### config.mk
export PLATFORM = sky130hd
export DESIGN_NAME = mem_port_arbiter
export DESIGN_NICKNAME = d
export VERILOG_FILES = /design/src/rtl/mem_port_arbiter.sv
export SDC_FILE = /design/constraint.sdc
export NUM_CORES = 1
export LEC_CHECK = 0
export ABC_AREA = 1
export BUFFER_PORTS_ARGS = -buffer_cell sky130_fd_sc_hd__buf_4
export CORE_AREA = 2 2 108 110
export CTS_BUF_LIST = sky130_fd_sc_hd__clkbuf_4
export DETAILED_ROUTE_END_ITERATION = 8
export DIE_AREA = 0 0 110 112
export GPL_ROUTABILITY_DRIVEN = 0
export GPL_TIMING_DRIVEN = 0
export PLACE_DENSITY = 0.51
export RECOVER_POWER = 25
export REMOVE_ABC_BUFFERS = 1
export SYNTH_ARGS = -nofsm -noshare
export SYNTH_HDL_FRONTEND = slang
export SYNTH_SLANG_ARGS = --single-unit
### constraint.sdc
create_clock -name clk -period 1.6 [get_ports clk]
set_clock_uncertainty 0.2 [all_clocks]
set_input_delay 0.16 -clock clk [delete_from_list [all_inputs] [get_ports clk]]
set_output_delay 0.16 -clock clk [all_outputs]
set_load 0.005 [all_outputs]
### src/rtl/mem_port_arbiter.sv
// mem_port_arbiter: lets the Harvard core's fetch and data ports share one single-ported
// memory by granting them one transaction at a time and stalling the loser.
module mem_port_arbiter #(
   parameter logic DATA_PRIORITY = 1'b1
) (
   input  logic        clk,
   input  logic        rst,
   input  logic [31:0] instr_address,
   input  logic        instr_read,
   output logic [31:0] instr_readdata,
   output logic        instr_waitrequest,
   input  logic [31:0] data_address,
   input  logic        data_read,
   input  logic        data_write,
   input  logic [31:0] data_writedata,
   input  logic [3:0]  data_byteenable,
   output logic [31:0] data_readdata,
   output logic        data_waitrequest,
   output logic [31:0] mem_address,
   output logic        mem_read,
   output logic        mem_write,
   output logic [31:0] mem_writedata,
   output logic [3:0]  mem_byteenable,
   input  logic [31:0] mem_readdata,
   input  logic        mem_waitrequest
);

   typedef enum logic [1:0] {IDLE, GNT_I, GNT_D, RESP} state_t;

   state_t state;
   state_t state_nxt;
   logic   last_grant;
   logic   last_grant_nxt;
   logic   resp_write;
   logic   resp_write_nxt;
   logic   instr_req;
   logic   data_req;
   logic   mem_accept;

   assign instr_req  = instr_read;
   assign data_req   = data_read | data_write;
   assign mem_accept = ~mem_waitrequest;

   // Shared by IDLE and RESP so a new grant can follow a completion without a bubble.
   function automatic state_t arbitrate(input logic i_req, input logic d_req, input logic lg);
      state_t s;
      s = IDLE;
      if (i_req && d_req) begin
         s = (DATA_PRIORITY || !lg) ? GNT_D : GNT_I;
      end else if (d_req) begin
         s = GNT_D;
      end else if (i_req) begin
         s = GNT_I;
      end
      return s;
   endfunction

   always_ff @(posedge clk or posedge rst) begin
      if (rst) begin
         state      <= IDLE;
         last_grant <= 1'b0;
         resp_write <= 1'b0;
      end else begin
         state      <= state_nxt;
         last_grant <= last_grant_nxt;
         resp_write <= resp_write_nxt;
      end
   end

   always_comb begin
      state_nxt      = state;
      last_grant_nxt = last_grant;
      resp_write_nxt = resp_write;
      mem_read       = 1'b0;
      mem_write      = 1'b0;
      mem_address    = '0;
      mem_writedata  = '0;
      mem_byteenable = '0;
      instr_readdata = '0;
      data_readdata  = '0;
      case (state)
         IDLE: begin
            state_nxt = arbitrate(instr_req, data_req, last_grant);
         end
         GNT_I: begin
            mem_read       = 1'b1;
            mem_address    = instr_address;
            mem_byteenable = 4'b1111;
            if (mem_accept) begin
               state_nxt      = RESP;
               last_grant_nxt = 1'b0;
               resp_write_nxt = 1'b0;
            end
         end
         GNT_D: begin
            // A combined read+write request is treated as a store.
            mem_write      = data_write;
            mem_read       = data_read & ~data_write;
            mem_address    = data_address;
            mem_writedata  = data_writedata;
            mem_byteenable = data_byteenable;
            if (mem_accept) begin
               state_nxt      = RESP;
               last_grant_nxt = 1'b1;
               resp_write_nxt = data_write;
            end
         end
         RESP: begin
            if (!last_grant) begin
               instr_readdata = mem_readdata;
            end else if (!resp_write) begin
               data_readdata = mem_readdata;
            end
            state_nxt = arbitrate(instr_req, data_req, last_grant);
         end
         default: begin
            state_nxt = IDLE;
         end
      endcase
   end

   assign instr_waitrequest = instr_req & ~((state == RESP) & ~last_grant);
   assign data_waitrequest  = data_req & ~((state == RESP) & last_grant);

endmodule

# == After elaboration in Yosys (flattened, before gate mapping) ==
# Index checks and enable logic that the tools add are counted.
# op_classes
order_cmp,0
bitwise_logic,10
shifts,0
n_eq_ne,6
n_mux,20
add_sub_neg,0
reduce_logical,6
div,0
n_mul,0
# ops
op,n
two-way mux 32 bit,6
one-hot mux 32 bit (2 select lines),1
one-hot mux 4 bit (2 select lines),1
two-way mux 2 bit,3
"!= test 2 bit, second input constant",3
one-hot mux 1 bit (2 select lines),3
AND 1 bit,5
two-way mux 1 bit,5
"== test 2 bit, second input constant",2
NOT 1 bit,4
one-hot mux 2 bit (2 select lines),1
OR reduction 2 bit,2
AND reduction 3 bit,1
"== test 2 x 1 -> 1 bit, second input constant",1
logical NOT 2 bit,1
nonzero test 2 bit,1
logical AND 1 bit,1
OR 1 bit,1
# totals
ff_bits,4
n_memories,0
in_bits,138
ram_bits,0
word_cells,45
latchBits,0
out_inout_bits,136
rom_bits,0

# == Depth between registers and ports, before layout ==
# logic_depth
word_depth,4
depth_mapped,8
ltp_nobuf,7

# == Worst setup path after synthesis ==
# No wires, ideal clock.
# synth_path
kind,flip-flop to output port
startpoint,register state[0]
endpoint,output port mem_address[0]
n_path_buf,2
t_arrival_ps,1155
path_stages_with_launch,6
slack_ps,85
t_required_ps,1240
path_cell_list,dfrtp_1 inv_1 ha_1 buf_2 buf_2 a21oi_1
# synth_between
elab_chain_len,2
elab_cells_between_ends,3
cone_classes,eq/ne: 2; mux: 1
# synth_lines
item,line_no,text
from (decl),30,state_t state;
from (signal assigned),64,state <= state_nxt;
== test 2 bit / == test 2 x 1 -> 1 bit (equally long branches),81,case (state)
one-hot mux 32 bit (2 select lines) *,81,
to (decl),19,"output logic [31:0] mem_address,"
# Mark *: on every way between the ends. The rest lies on a longest branch, timed or not.

# == Worst setup path after layout ==
# layout_path
startpoint,register state[1]
endpoint,output port mem_address[1]
# The elaborated chain is that of the path after synthesis.

==> flow_summary.toml <==
[status]
status = "finished, violations left"
violations = "setup timing"

[worst_setup_path]
r2r_start = "state[1]$_DFFE_PP0P_"
worst_ep_arrival_time_ns = 1.55
critPathSlowestCell = "dfrtp_2"
crit_end = "mem_address[1]"
critPathBufInv = 3
worstPathMaxFanout = 10
reg2reg_depth = 8
reg2reg_slack_ns = 0.03
required_ns = 1.24
crit_cells = 6
cp_slowest_stage_delay_ns = 0.47
startpoint_type = "flop"
critPathLaunch = "state[1]$_DFFE_PP0P_"
crit_chain = "inv_2 -> ha_4 -> buf_8 -> nand2_1 -> a21oi_2 -> buf_4"
crit_family = "flip-flops"
cp-end-kind = "output port"
critPathKind = "flop to output port"
worst_r2r_endpoint = "resp_write$_DFFE_PP0P_"

[floorplan]
dieHeight_um = 112
placementRows = 39
io_pins = 274
dieArea_mm2 = 0.0123
die_x_um = 110
start_util = 0.129
core-area_mm2 = 0.0112

[synth]
synth_seq_cells = 4
syn_avg_cell_area_um2 = 4.39
synthDistinctLibCells = 12
postSynthCellCount = 328
ys_seq_area_frac = 0.0694
ys_warn_count = 0
synth_area_mm2 = 0.00144

[global_route]
first_global_vias = 3042
grt_overflow_total = 0
grt_usage = 0.157
grt_pass1_wl_um = 15100
grt_antenna_before_repair = 0
grt_max_degree = 19

[placement]
dp.final_hpwl_um = 6820
dp.cells = 722
port_buffers = 273

[detailed_routing]
ant_nets = 0
drt_iter0_markers = 93
drtPass1Iterations = 5
wl_per_cell_um = 14.8
vias_per_cell = 4.17
wirelength_um = 11400
drcViolationCount = 0
vias = 3202

[timing]
slew_headroom = 0.796
fmax_ghz = 0.524
timing.final.ws_setup_ns = -0.308
whs_ns = 0.0308
final-hold-violation-count = 0
tightest_slew_ns = 0.306
period_share = 1.19
rsz0062_at_grt = "yes"
drv_slew = 0
setup_viol = 134
fin_crit_ns = 1.91

[layout]
final_nets = 769
nFillCells = 1044
regArea_um2 = 104
drive_gt1_frac = 0.795
multi_input_area_mm2 = 0.00184
antennaDiodeCount = 0
finalNonFillerCells = 768
syn2layout_area_growth_pct = 264

[clock_network]
path_clk_slew_ns = 0.04
cts_max_level = 1
cts_tree = "built"
root_buffer = "clkbuf_4"
max-clock-path-buffers = 2
insertion_delay_ns = 0.24
numCtsBuffers = 3
clock_sinks = 4

[power_and_ir_drop]
p_switching_mw = 4.10
clockPowerShare = 0.015
intPower_mw = 4.34
ir_worst_vdd_mv = 0.658
p_sw_frac = 0.486
p_leak_nw = 2.84
pwr-share-seq = 0.030
pwr_density_cell_mw_per_mm2 = 1610
p_comb_frac = 0.955

[job]
drv_cap = 0

[min_path]
hold_class = "input pin to flop"
worst min-delay path by stage:
stage,end,cells after the start,from
after floorplan,last_grant$_DFFE_PP0P_,1,rst
after global placement,resp_write$_DFFE_PP0P_,2,rst
after detailed placement,last_grant$_DFFE_PP0P_,2,rst
after CTS,resp_write$_DFFE_PP0P_,4,mem_waitrequest
after global routing,resp_write$_DFFE_PP0P_,4,mem_waitrequest
final,resp_write$_DFFE_PP0P_,4,mem_waitrequest
synth_stat cells:
| library cell | number | area share |
|---|---|---|
| buf_2 | 19 | 0.066 |
| o21ai_0 | 1 | 0.0035 |
| a21boi_0 | 1 | 0.0052 |
| buf_4 | 3 | 0.016 |
| a21oi_1 | 35 | 0.12 |
| dfrtp_1 | 4 | 0.069 |
| nand3b_1 | 1 | 0.0052 |
| ha_1 | 4 | 0.035 |
| nand2_1 | 109 | 0.28 |
| inv_1 | 75 | 0.20 |
| nand3_1 | 2 | 0.0069 |
| nor2_1 | 74 | 0.19 |
repair_timing:
| action | 4_1_cts | 5_1_grt |
|---|---|---|
| endpoints found under the setup margin | 140 | 138 |
| pin swaps | 37 | 7 |
| endpoints found under the hold margin | 5 | 0 |
| setup buffers | 33 | 1 |
| hold buffers | 2 | 0 |
| gates cloned | 6 | 3 |
| gates resized for setup | 217 | 154 |
flip-flops by register name, indices dropped and copies added, names as in the netlist:
register	cells
resp_write	1
last_grant	1
state	2
per-layer routing:
metal	global-route usage	vias to the layer above	wire length, um	share of wire
li1	-	1542	-	-
met1	0.168	1468	4110	0.36
met5	0	-	0	0
met4	0.0262	0	168	0.015
met3	0.0310	15	1020	0.089
met2	0.311	177	6090	0.53
cells by family after synthesis:
group	Yosys count	share of synthesized area
adders and majority gates	4	0.0347
DFF	4	0.0694
AOI/OAI and AO/OA	37	0.130
and+or+nand+nor	186	0.489
buffers and inverters	97	0.277
stage by stage:
step	area, um^2	total power [mW]	utilization	setup TNS, ns	worst slack [ns]
global placement	3550	4.34	0.318	-85.01	-1.00
CTS	4690	7.58	0.420	-27.64	-0.272
floorplan	1320	1.91	-	-19.13	-0.377
finish	5250	8.44	0.470	-29.01	-0.308
global route	5250	8.99	0.470	-36.84	-0.388
detailed placement	3550	4.35	0.318	-88.07	-1.04
worst register-to-register path: stages (launching register included):
cell and delay [ns]:
dfrtp_2 0.47, ha_4 0.20, buf_6 0.13, buf_12 0.15
nand2_4 0.06, inv_2 0.04, buf_4 0.12, nand2_2 0.04
nand2_1 0.05
cell type report:
class,instances,share of cell area
flip-flops and latches,4,0.0198
well taps,143,0.0341
multi-input cells,231,0.350
clock buffers,3,0.00429
repair buffers,312,0.538
inverters,75,0.0541
cells in the final DEF, fill, tap and decap left out, types with 2 or more instances in the layout:
cell           Yosys  layout
a21oi_1           35       8
a21oi_2            0      26
buf_12             0       7
buf_16             0       2
buf_4              3     213
buf_6              0      83
buf_8              0       3
clkbuf_4           0       4
dfrtp_2            0       3
dlygate4sd3_1      0       2
ha_4               0       4
inv_1             75      38
inv_2              0      36
nand2_1          109      54
nand2_2            0      19
nand2_4            0      35
nand2_8            0       4
nand3b_1           1       2
nor2_1            74      21
nor2_2             0      13
nor2_4             0      40
power by group through the flow:
| stage | clock (mW) | combinational (mW) | sequential [mW] |
|---|---|---|---|
| global placement | 0 | 4.15 | 0.192 |
| finish | 0.126 | 8.06 | 0.250 |
| detailed placement | 0 | 4.15 | 0.195 |
| global route | 0.138 | 8.59 | 0.257 |
| floorplan | 0 | 1.73 | 0.184 |
| CTS | 0.129 | 7.21 | 0.244 |
No activity file was read; power rests on OpenSTA's default activity.
